[src/rtl/uart_tx_feeder.sv]
// uart_tx_feeder: byte FIFO in front of a UART transmitter. Host writes are
// buffered and launched one at a time with a single-cycle tx_start pulse; the
// next word is only launched after the transmitter reports tx_done_tick.
//
// Host side handshake: wr_en is a one-cycle strobe carrying wr_data. The word
// is taken on that edge only if full was low at the start of the cycle. A
// strobe while full is dropped, and overflow is high for the following cycle.
// Transmitter side: tx_din is held from the pop until the next pop, and
// tx_start is asserted for one cycle per word. No further tx_start is issued
// until tx_done_tick has been seen for the word in flight.
module uart_tx_feeder #(
    parameter int DBIT   = 8,
    parameter int ADDR_W = 4
) (
    input  logic              clk,
    input  logic              reset_n,
    input  logic              wr_en,
    input  logic [DBIT-1:0]   wr_data,
    output logic              full,
    output logic              empty,
    output logic [ADDR_W:0]   level,
    output logic              overflow,
    output logic              busy,
    input  logic              tx_done_tick,
    output logic              tx_start,
    output logic [DBIT-1:0]   tx_din
);

    localparam int DEPTH = 1 << ADDR_W;
    localparam logic [ADDR_W:0]   CNT_FULL = (ADDR_W+1)'(DEPTH);
    localparam logic [ADDR_W:0]   CNT_ONE  = (ADDR_W+1)'(1);
    localparam logic [ADDR_W-1:0] PTR_ONE  = ADDR_W'(1);

    typedef enum logic [1:0] {
        IDLE   = 2'd0,
        LAUNCH = 2'd1,
        WAIT   = 2'd2
    } state_t;

    state_t state_q, state_d;

    logic [DBIT-1:0]   mem_q [DEPTH];
    logic [DBIT-1:0]   mem_d [DEPTH];
    logic [ADDR_W-1:0] wr_ptr_q, wr_ptr_d;
    logic [ADDR_W-1:0] rd_ptr_q, rd_ptr_d;
    logic [ADDR_W:0]   count_q, count_d;
    logic [DBIT-1:0]   tx_din_q, tx_din_d;
    logic              overflow_q, overflow_d;

    logic wr_accept;
    logic pop;

    // FIFO flags come straight from the registered count
    always_comb begin
        full      = (count_q == CNT_FULL);
        empty     = (count_q == '0);
        level     = count_q;
        wr_accept = wr_en & ~full;
    end

    // State register: reset abandons any word in flight
    always_ff @(posedge clk) begin
        if (!reset_n) begin
            state_q <= IDLE;
        end else begin
            state_q <= state_d;
        end
    end

    // Next-state logic: launch one word, then hold until the frame completes
    always_comb begin
        state_d = state_q;
        case (state_q)
            IDLE:    if (!empty) state_d = LAUNCH;
            LAUNCH:  state_d = WAIT;
            WAIT:    if (tx_done_tick) state_d = IDLE;
            default: state_d = IDLE;
        endcase
    end

    // FSM outputs: pop only from IDLE, start pulse decoded from LAUNCH
    always_comb begin
        pop      = (state_q == IDLE) & ~empty;
        tx_start = (state_q == LAUNCH);
        busy     = (state_q != IDLE) | ~empty;
        tx_din   = tx_din_q;
        overflow = overflow_q;
    end

    // FIFO datapath: storage, pointers, occupancy and output word
    always_comb begin
        mem_d      = mem_q;
        wr_ptr_d   = wr_ptr_q;
        rd_ptr_d   = rd_ptr_q;
        count_d    = count_q;
        tx_din_d   = tx_din_q;
        overflow_d = wr_en & full;
        if (wr_accept) begin
            mem_d[wr_ptr_q] = wr_data;
            wr_ptr_d        = wr_ptr_q + PTR_ONE;
        end
        if (pop) begin
            tx_din_d = mem_q[rd_ptr_q];
            rd_ptr_d = rd_ptr_q + PTR_ONE;
        end
        case ({wr_accept, pop})
            2'b10:   count_d = count_q + CNT_ONE;
            2'b01:   count_d = count_q - CNT_ONE;
            default: count_d = count_q;
        endcase
    end

    // Storage array needs no reset: occupancy decides what is valid
    always_ff @(posedge clk) begin
        mem_q <= mem_d;
    end

    // Control registers of the FIFO and the transmitter-facing word
    always_ff @(posedge clk) begin
        if (!reset_n) begin
            wr_ptr_q   <= '0;
            rd_ptr_q   <= '0;
            count_q    <= '0;
            tx_din_q   <= '0;
            overflow_q <= 1'b0;
        end else begin
            wr_ptr_q   <= wr_ptr_d;
            rd_ptr_q   <= rd_ptr_d;
            count_q    <= count_d;
            tx_din_q   <= tx_din_d;
            overflow_q <= overflow_d;
        end
    end

endmodule

[config.mk]
export PLATFORM = sky130hd
export DESIGN_NAME = uart_tx_feeder
export DESIGN_NICKNAME = d
export VERILOG_FILES = /design/src/rtl/uart_tx_feeder.sv
export SDC_FILE = /design/constraint.sdc
export NUM_CORES = 1
export LEC_CHECK = 0
export ABC_AREA = 1
export CAP_MARGIN = 20
export CORE_MARGIN = 2
export CORE_UTILIZATION = 50
export CTS_CLUSTER_DIAMETER = 60
export DETAILED_ROUTE_END_ITERATION = 12
export HOLD_SLACK_MARGIN = 0.12
export PLACE_DENSITY = 0.68
export SETUP_SLACK_MARGIN = 0.1
export SYNTH_ARGS = -nofsm -noshare
export SYNTH_HDL_FRONTEND = slang
export SYNTH_SLANG_ARGS = --single-unit
[constraint.sdc]
create_clock -name clk -period 1.9 [get_ports clk]
set_input_delay 0.38 -clock clk [delete_from_list [all_inputs] [get_ports clk]]
set_output_delay 0.38 -clock clk [all_outputs]
set_load 0.02 [all_outputs]
# Yosys cells after proc, flatten, opt, wreduce, memory -nomap -nowiden
# Index checks and enable logic that the tools add are counted.
[word_totals]
register_bits = 152
input_bits = 12
out_inout_bits = 18
elab_cells = 60
[op_classes]
add_sub_neg = 4
magnitude_cmp = 3
eq_ne = 7
n_mux = 10
n_bitwise = 8
reduce_logical = 6
[op_table]
columns = ["cell", "count"]
rows = [
  ["$bwmux W128", 1],
  ["$bmux W8 S4", 1],
  ["$demux W8 S4", 1],
  ["$mux W8", 3],
  ["$ge A5 B5 Y1 const B", 2],
  ["$not A4 Y5", 2],
  ["$pmux W5 S2", 1],
  ["$add A4 B1 Y4 const B", 2],
  ["$pmux W2 S3", 1],
  ["$add A5 B1 Y5 const B", 1],
  ["$eq A5 B5 Y1 const B", 1],
  ["$logic_not A5 Y1", 1],
  ["$lt A5 B1 Y1 const B", 1],
  ["$sub A5 B1 Y5 const B", 1],
  ["$eq A2 B1 Y1 const B", 2],
  ["$eq A2 B2 Y1 const B", 2],
  ["$mux W2", 2],
  ["$ne A2 B2 Y1 const B", 2],
  ["$reduce_bool A2 Y1", 2],
  ["$and A1 B1 Y1", 3],
  ["$logic_not A2 Y1", 1],
  ["$not A1 Y1", 2],
  ["$reduce_and A2 Y1", 1],
  ["$logic_and A1 B1 Y1", 1],
  ["$or A1 B1 Y1", 1],
]

# Depth between registers and ports, before layout
# Gate-level depths: netlist of run 1.
[logic_depth]
depth_word = 6
ltp_mapped = 16
ltp_nobuf = 15

# Least setup slack after synthesis of run 1
# Ideal clock, no wire load.
[synth_timing]
kind = "reg2reg"
startpoint = "reg count_q[2] (netlist: level[2])"
endpoint = "reg count_q[4] (netlist: level[4])"
setup_ns = 0.071
arrival_ns = 2.102
required_time_ns = 1.829
slack_ns = -0.272
stages_incl_launch_ff = 17
path_buffers = 1
period_less_slack_ns = 2.172
path_cell_list = "dfxtp_1 -> inv_1 -> nand4_1 -> nand2_2 -> inv_2 -> buf_4 -> ha_1 -> xor2_1 -> ha_1 -> inv_1 -> nand2_1 -> nand3_1 -> nand2_1 -> nand2_1 -> nand2_1 -> nand2_1 -> a21oi_1"
[synth_via]
elab_chain_cells = 5
elab_cells_between_ends = 12
classes_between = "add/sub (2); eq/ne (3); mux (1); bitwise (4); reduce/logical (2)"
[synth_lines]
columns = ["element", "line", "text"]
rows = [
  ["from (decl)", "46", "logic [ADDR_W:0] count_q, count_d;"],
  ["from (signal assigned)", "129", "count_q <= count_d;"],
  ["$logic_not A5 Y1 *", "56", "empty = (count_q == '0);"],
  ["$not A1 Y1 *", "83", "pop = (state_q == IDLE) & ~empty;"],
  ["$and A1 B1 Y1 *", "83", ""],
  ["net pop", "51", "logic pop;"],
  ["$eq A2 B1 Y1 / $eq A2 B2 Y1 (equally long branches)", "106", "case ({wr_accept, pop})"],
  ["$pmux W5 S2 / $reduce_bool A2 Y1 (equally long branches)", "-", ""],
]
# Mark *: on every way through the listed nets, which the timed path passes. The rest lies on a longest branch.
# A chain may end at the register's enable or synchronous reset.

# Worst setup path after layout of run 1
[layout_timing]
startpoint = "reg count_q[0] (netlist: level[0])"
endpoint = "reg count_q[4] (netlist: level[4])"
[layout_via]
elab_chain_cells = 5
elab_cells_between_ends = 12
classes_between = "add/sub (2); eq/ne (3); mux (1); bitwise (4); reduce/logical (2)"
[layout_lines]
columns = ["element", "line"]
rows = [
  ["$eq A5 B5 Y1 / $logic_not A5 Y1 (equally long branches)", "55, 56"],
  ["$not A1 Y1, on equally long branches", "58, 83"],
  ["$and A1 B1 Y1, on equally long branches", "58, 83"],
  ["$eq A2 B1 Y1 / $eq A2 B2 Y1 (equally long branches)", "106"],
  ["$pmux W5 S2 / $reduce_bool A2 Y1 (equally long branches)", "-"],
]
# Several ways; a longest one is shown, not always the timed one.

==> results by group, run 1 <==
Global route
  • Pin count of the biggest net entering global routing: 51
  • Initial antenna violation count: 0
  • Grt ovf: 0
  • First-pass GRT wire length: 23090 um
  • Number of global-route vias before repair: 4595
  • Overall Global Routing Usage: 0.2168

Clock tree
  • Bufs on Longest Clock Path: 2
  • TritonCTS Buffers: 17
  • Root Buffer: clkbuf_16
  • CTS tree: yes
  • Sink Count: 152
  • Htree depth: 4
  • Clock transition at path regs: 60 ps
  • Clk Latency, worst-skew pair: 420 ps
  • Hold Buf Count CTS: 0

Routing
  • Via/cell ratio: 5.046
  • Total number of vias: 4728
  • Iteration count of the initial detailed-routing pass: 7
  • DRT antenna net count: 0
  • Drt total wl: 14500 um
  • Iter 0 DRT Violations: 279
  • Post-route DRC: 0
  • WL/cell: 15.48 um

Worst hold path
  • Hold depth: 2
  • Worst min-delay path class: reg2reg

Cells and area
  • Filler cells: 1083
  • Fin util: 0.6121
  • Ant. Diodes: 0
  • Syn-to-layout area delta: 20.83%
  • Layout cells sized above 1: 0.1445
  • Commonest non-fill, non-tap cell in the layout: nand2_1
  • Post-layout nets: 769
  • Area occupied by multi-input gates: 0.001848 mm2
  • Final instance area: 0.008041 mm2
  • Sequential Area: 0.004334 mm2
  • Most frequent cells in the layout: nand2_1, edfxtp_1, nand3_1

Timing
  • Fin. Hold Viols: 0
  • RSZ-0062 raised after global routing: true
  • Worst clock skew: 5.424 ps
  • Final worst path period share: 0.9869
  • Worst slew pin tran: 533.7 ps
  • Final Max Tran Viols: 0
  • Relative slew slack: 0.6420
  • Final min period: 1875 ps
  • Final setup viols: 0
  • Max frequency: 533.3 MHz

Floorplan
  • Top Ports: 30
  • Core Box Area: 0.01314 mm2
  • Initial Util: 0.5066
  • Die span in y: 119.4 um
  • Die Span X: 119.4 um
  • # rows: 42
  • Die area: 0.01425 mm2

Flow run
  • Max-cap check violation count: 0

Logic synthesis
  • Ys async rst share: 0
  • Post-Syn Nets: 701
  • Sequential area share after synthesis: 0.6497
  • Area leader, netlist: edfxtp_1
  • Number of distinct library cells after synthesis: 24
  • Synth area leaders: edfxtp_1, nand2_1, nand3_1, dfxtp_1, inv_1
  • Most common flop cell mapped by yosys: edfxtp_1
  • Syn Inst Count: 681
  • Post-synth EDFFs: 128
  • Top cell type's share of synthesized area: 0.5776
  • Yosys reg bits: 152
  • Yosys Warn Count: 0
  • Cell Area, Synth: 0.006655 mm2
  • Avg Inst Size Synth: 9.773 um2

Critical path
  • Critical path fanouts, max: 2
  • Critical Path Max Stage Delay: 330 ps
  • CP endpoint kind: flip-flop
  • Setup CP Type: reg2reg
  • CP Launch Type: flip-flop
  • FF-to-FF path depth: 15
  • Critical Path RT: 2240 ps
  • Crit-path cells: nor2_4 -> nand4_1 -> nand2_2 -> inv_2 -> ha_4 -> xor2_2 -> ha_2 -> inv_1 -> nand2_2 -> nand3_2 -> nand2_2 -> nand2_1 -> nand2_1 -> nand2_1 -> a21oi_1
  • CP arrival: 2220 ps
  • Slowest cell on crit path: dfxtp_2

Power and ir drop
  • Worst VDD drop: 756.0 uV
  • P_leak: 3.455 nW
  • Pwr dens: 1382 mW/mm2

Placed design
  • Post-DP Area: 0.007365 mm2
  • IO Port Bufs: 29
  • Final HPWL from detailed placement: 9668 um
  • Placer Congestion: 0.9082

Run status
  • Status: complete, no violations
==> routing by layer <==
layer	global-route usage	part of all wire	vias to the layer above
met5	0	0	-
met1	0.2684	0.41	2233
met2	0.3610	0.50	125
met3	0.05172	0.055	31
met4	0.1007	0.029	0
li1	-	-	2339
==> worst paths after layout <==
kind                                from       end  slack [ps]
worst min-delay path            level[4]  level[4]         510
worst max-delay path            level[0]  level[4]          20
worst min register to register  level[4]  level[4]         510
worst max register to register  level[0]  level[4]          20
==> critical path, delay by kind of cell, from the launching register on <==
kind | cells | cell delay, ps
xor+xnor | 1 | 160
compound gates | 1 | 110
simple gates | 9 | 770
fa+ha+maj | 2 | 330
flops | 1 | 330
buf+inv | 2 | 100
==> kinds of logic after synthesis <==
logic type	share of synthesized area
AND/OR/NAND/NOR	0.2237
flip-flops	0.6497
buffers and inverters	0.08103
AO/OA/AOI/OAI	0.02256
adder cells (fa/ha/maj)	0.01504
XOR/XNOR	0.007896
==> flip-flops by register name, indices dropped and copies added (netlist names) <==
signal	cells
state_q	2
rd_ptr_q	4
tx_din	8
level	5
wr_ptr_q	4
overflow	1
mem_q	128
==> stage by stage <==
stage	power [mW]	setup TNS (ps)	setup WS (ps)	cells	hold slack [ps]
CTS	11.01	0	53.16	934	498.3
global placement	7.446	-11900	-165.4	901	491.8
finish	11.11	0	24.82	937	505.3
global route	11.72	-268.9	-102.3	937	510.9
floorplan	6.428	-115.7	-62.94	681	471.7
detailed placement	7.524	-13980	-186.3	901	490.7
==> power breakdown <==
group	internal, mW	switching [mW]
sequential	3.85	0.130
clock	2.18	1.26
combinational	1.40	2.29
total	7.42	3.69
==> synthesized netlist by cell type, types with 3 or more instances <==
library cell,number
nand3_1,97
o21ai_0,7
ha_1,8
nand2_1,203
xor2_1,6
clkinv_1,3
a21oi_1,12
o21ai_1,8
inv_1,91
clkbuf_1,5
edfxtp_1,128
nor2_1,53
buf_4,8
dfxtp_1,24
buf_2,14
inv_2,4
==> layout make-up <==
| cell class | count | share of cell area |
|---|---|---|
| clock buffer | 18 | 0.05337 |
| clock inverter | 13 | 0.02241 |
| inverter | 98 | 0.04574 |
| multi-input combinational | 402 | 0.2298 |
| sequential | 152 | 0.5390 |
| tap | 176 | 0.02738 |
| timing repair buffer | 78 | 0.08231 |
==> timing repair <==
action,CTS,global route
pin swaps,3,7
cloned,0,0
setup buffers,2,3
gates resized for setup,23,14
endpoints found under the setup margin,13,38
Note: power is estimated with default switching activity, not from simulation.
==> inputs of run 2 (changes only) <==
--- a/config.mk
+++ b/config.mk
@@ -11,6 +11,7 @@
 export CORE_UTILIZATION = 50
 export CTS_CLUSTER_DIAMETER = 60
 export DETAILED_ROUTE_END_ITERATION = 12
+export GPL_TIMING_DRIVEN = 0
 export HOLD_SLACK_MARGIN = 0.12
 export PLACE_DENSITY = 0.68
 export SETUP_SLACK_MARGIN = 0.1
==> run 2 against run 1 <==
Flip-flop and latch count stayed put; first-iteration DRC count is 19% higher; critical path depth unchanged; cell area grew 1.8%; total power grew 4.1%; largest cell class unchanged; routed wire length increased by 10%; highest routed layer unchanged; the run now ends with setup timing left; die area did not move.
==> results by group, run 2 (same netlist as run 1, synthesis figures left out) <==
Run status
  • Status: complete, but fails checks
  • Failing checks: setup timing

Timing
  • Final Max Tran Viols: 0 (unchanged)
  • RSZ-0062 raised after global routing: true
  • Max frequency: 509.4 MHz (-4.5%)
  • Final worst slack: -63.05 ps (-87.87 ps)
  • Final setup viols: 2 (+2)
  • Relative slew slack: 0.4585 (-0.1835)
  • Worst clock skew: 6.824 ps (+1.400 ps)
  • Final min period: 1963 ps (+87.87 ps)
  • Fin. Hold Viols: 0 (unchanged)
  • Setup TNS: -91.33 ps (-91.33 ps)
  • Final worst path period share: 1.033 (+0.04625)
  • Worst slew pin tran: 809.8 ps (+276.0 ps)
  • Hold Slack: 511.5 ps (+6.191 ps)

Clock tree
  • Clock transition at path regs: 60 ps (about the same)
  • Htree depth: 4 (unchanged)
  • Root Buffer: clkbuf_16
  • Sink Count: 152 (unchanged)
  • TritonCTS Buffers: 17 (unchanged)
  • CTS tree: yes
  • Bufs on Longest Clock Path: 2 (unchanged)
  • Clk Latency, worst-skew pair: 430 ps (about the same)

Critical path
  • Critical path fanouts, max: 3 (+1)
  • CP arrival: 2250 ps (+30 ps)
  • Critical Path Max Stage Delay: 350 ps (+20 ps)
  • Critical Path RT: 2190 ps (-50 ps)
  • CP Launch Type: flip-flop
  • Slowest cell on crit path: dfxtp_4
  • Crit-path cells: nor2_4 -> nand4_1 -> nand2_2 -> inv_2 -> ha_4 -> xor2_4 -> ha_4 -> inv_2 -> nand2_4 -> nand3_2 -> nand2_1 -> nand2_1 -> nand2_1 -> nand2_1 -> a21oi_2
  • CP endpoint kind: flip-flop
  • Setup CP Type: reg2reg
  • Cell repeated most along the worst path: nand2_1

Floorplan
  • Initial Util: 0.5066 (unchanged)
  • Die span in y: 119.4 um (unchanged)
  • # rows: 42 (unchanged)
  • Top Ports: 30 (unchanged)
  • Die area: 0.01425 mm2 (unchanged)
  • Die Span X: 119.4 um (unchanged)
  • Core Box Area: 0.01314 mm2 (unchanged)

Placed design
  • Pre-CTS setup slack: -483.7 ps (-297.4 ps)
  • IO Port Bufs: 29 (unchanged)
  • Placer Congestion: 0.9212 (+1.4%)
  • Final HPWL from detailed placement: 10740 um (+11%)

Routing
  • Post-route DRC: 0 (unchanged)
  • Iteration count of the initial detailed-routing pass: 5 (-2)
  • Total number of vias: 4786 (+1.2%)
  • Iter 0 DRT Violations: 332 (+19%)
  • Via/cell ratio: 5.146 (+2.0%)
  • WL/cell: 17.23 um (+11%)
  • DRT antenna net count: 0 (unchanged)
  • Drt total wl: 16020 um (+10%)

Power and ir drop
  • Comb pwr share: 0.360 (+0.028)
  • P_leak: 3.413 nW (-1.2%)
  • Switch share: 0.3447 (+0.01300)
  • Flop pwr share: 0.346 (-0.012)
  • Pwr dens: 1413 mW/mm2 (+2.3%)
  • Share of power burned in the clock network: 0.294 (-0.016)
  • Net Switching: 3.987 mW (+8.2%)
  • Worst VDD drop: 603.1 uV (-20%)
  • Internal power: 7.579 mW (+2.1%)

Worst hold path
  • Worst min-delay path class: reg2reg

Cells and area
  • Layout cells sized above 1: 0.1658 (+0.02124)
  • Ant. Diodes: 0 (unchanged)
  • Most frequent cells in the layout: nand2_1, edfxtp_1, nand3_1
  • Max reg flops: 128 (unchanged)
  • Top reg by flops: mem_q
  • Fin util: 0.6231 (+0.01105)
  • Post-layout nets: 761 (-1.0%)
  • Syn-to-layout area delta: 23.01%
  • Commonest non-fill, non-tap cell in the layout: nand2_1

Global route
  • Number of global-route vias before repair: 4531 (-1.4%)
  • Met2 Use GR: 0.4016 (+0.04059)
  • Routing usage on met3: 0.04358 (-0.008142)
  • Routing usage on met1: 0.2878 (+0.01940)
  • Gr busiest metal: met2
  • Initial antenna violation count: 0 (unchanged)
  • First-pass GRT wire length: 24280 um (+5.2%)
  • Overall Global Routing Usage: 0.2317 (+0.01492)
  • Pin count of the biggest net entering global routing: 17 (-67%)
  • Grt ovf: 0 (unchanged)

Flow run
  • Max-cap check violation count: 0 (unchanged)
-- run 2: area by class of cell --
class | instances | area [um2]
multi-input combinational | 402 | 2079
sequential | 152 | 4338
clock inverter | 10 | 128.9
buffer | 27 | 160.2
tap | 176 | 220.2
inverter | 98 | 375.4
fill | 1032 | 4951
timing repair buffer | 43 | 420.4
clock buffer | 22 | 464.2
-- run 2: metrics by stage --
stage | total power, mW | cells | cell area, um2
floorplan | 6.428 | 681 | 6685
global placement | 7.477 | 886 | 7196
detailed placement | 7.549 | 886 | 7196
CTS | 11.30 | 926 | 8029
global route | 12.16 | 930 | 8187
finish | 11.57 | 930 | 8187
-- run 2: repair_timing --
| item | in CTS | in global routing |
|---|---|---|
| gates cloned | 0 | 0 |
| endpoints found under the setup margin | 139 | 95 |
| resized for setup | 75 | 25 |
| pin swaps | 15 | 20 |
| buffers inserted | 9 | 6 |
| hold buffers | 0 | 0 |
-- run 2: worst paths after layout --
path                                from       end  slack [ps]  cells past startpoint
worst max-delay path            level[3]  level[4]         -60                     15
worst min-delay path            level[4]  level[4]         510                      2
worst min register to register  level[4]  level[4]         510                      2
worst max register to register  level[3]  level[4]         -60                     15
-- run 2: critical path: cells and delay by family (launching register included) --
kind | cells | cell delay [ps]
flip-flops | 1 | 350
AO/OA/AOI/OAI | 1 | 50
buffers and inverters | 2 | 130
adder cells (fa/ha/maj) | 2 | 340
AND/OR/NAND/NOR | 9 | 750
XOR/XNOR | 1 | 190
-- run 2: metal layers --
layer,wire [um],vias to the layer above,share of wire
met1,6711,2306,0.42
met4,418,0,0.026
li1,-,2321,-
met3,729,28,0.046
met2,8161,131,0.51
met5,0,-,0
-- run 2: power groups by stage --
stage / Combinational [mW] / Clock (mW) / Sequential, mW
floorplan: 2.27 / 0 / 4.16
global placement: 3.42 / 0 / 4.05
detailed placement: 3.49 / 0 / 4.06
CTS: 3.91 / 3.40 / 3.99
global route: 4.56 / 3.57 / 4.03
finish: 4.16 / 3.40 / 4.00
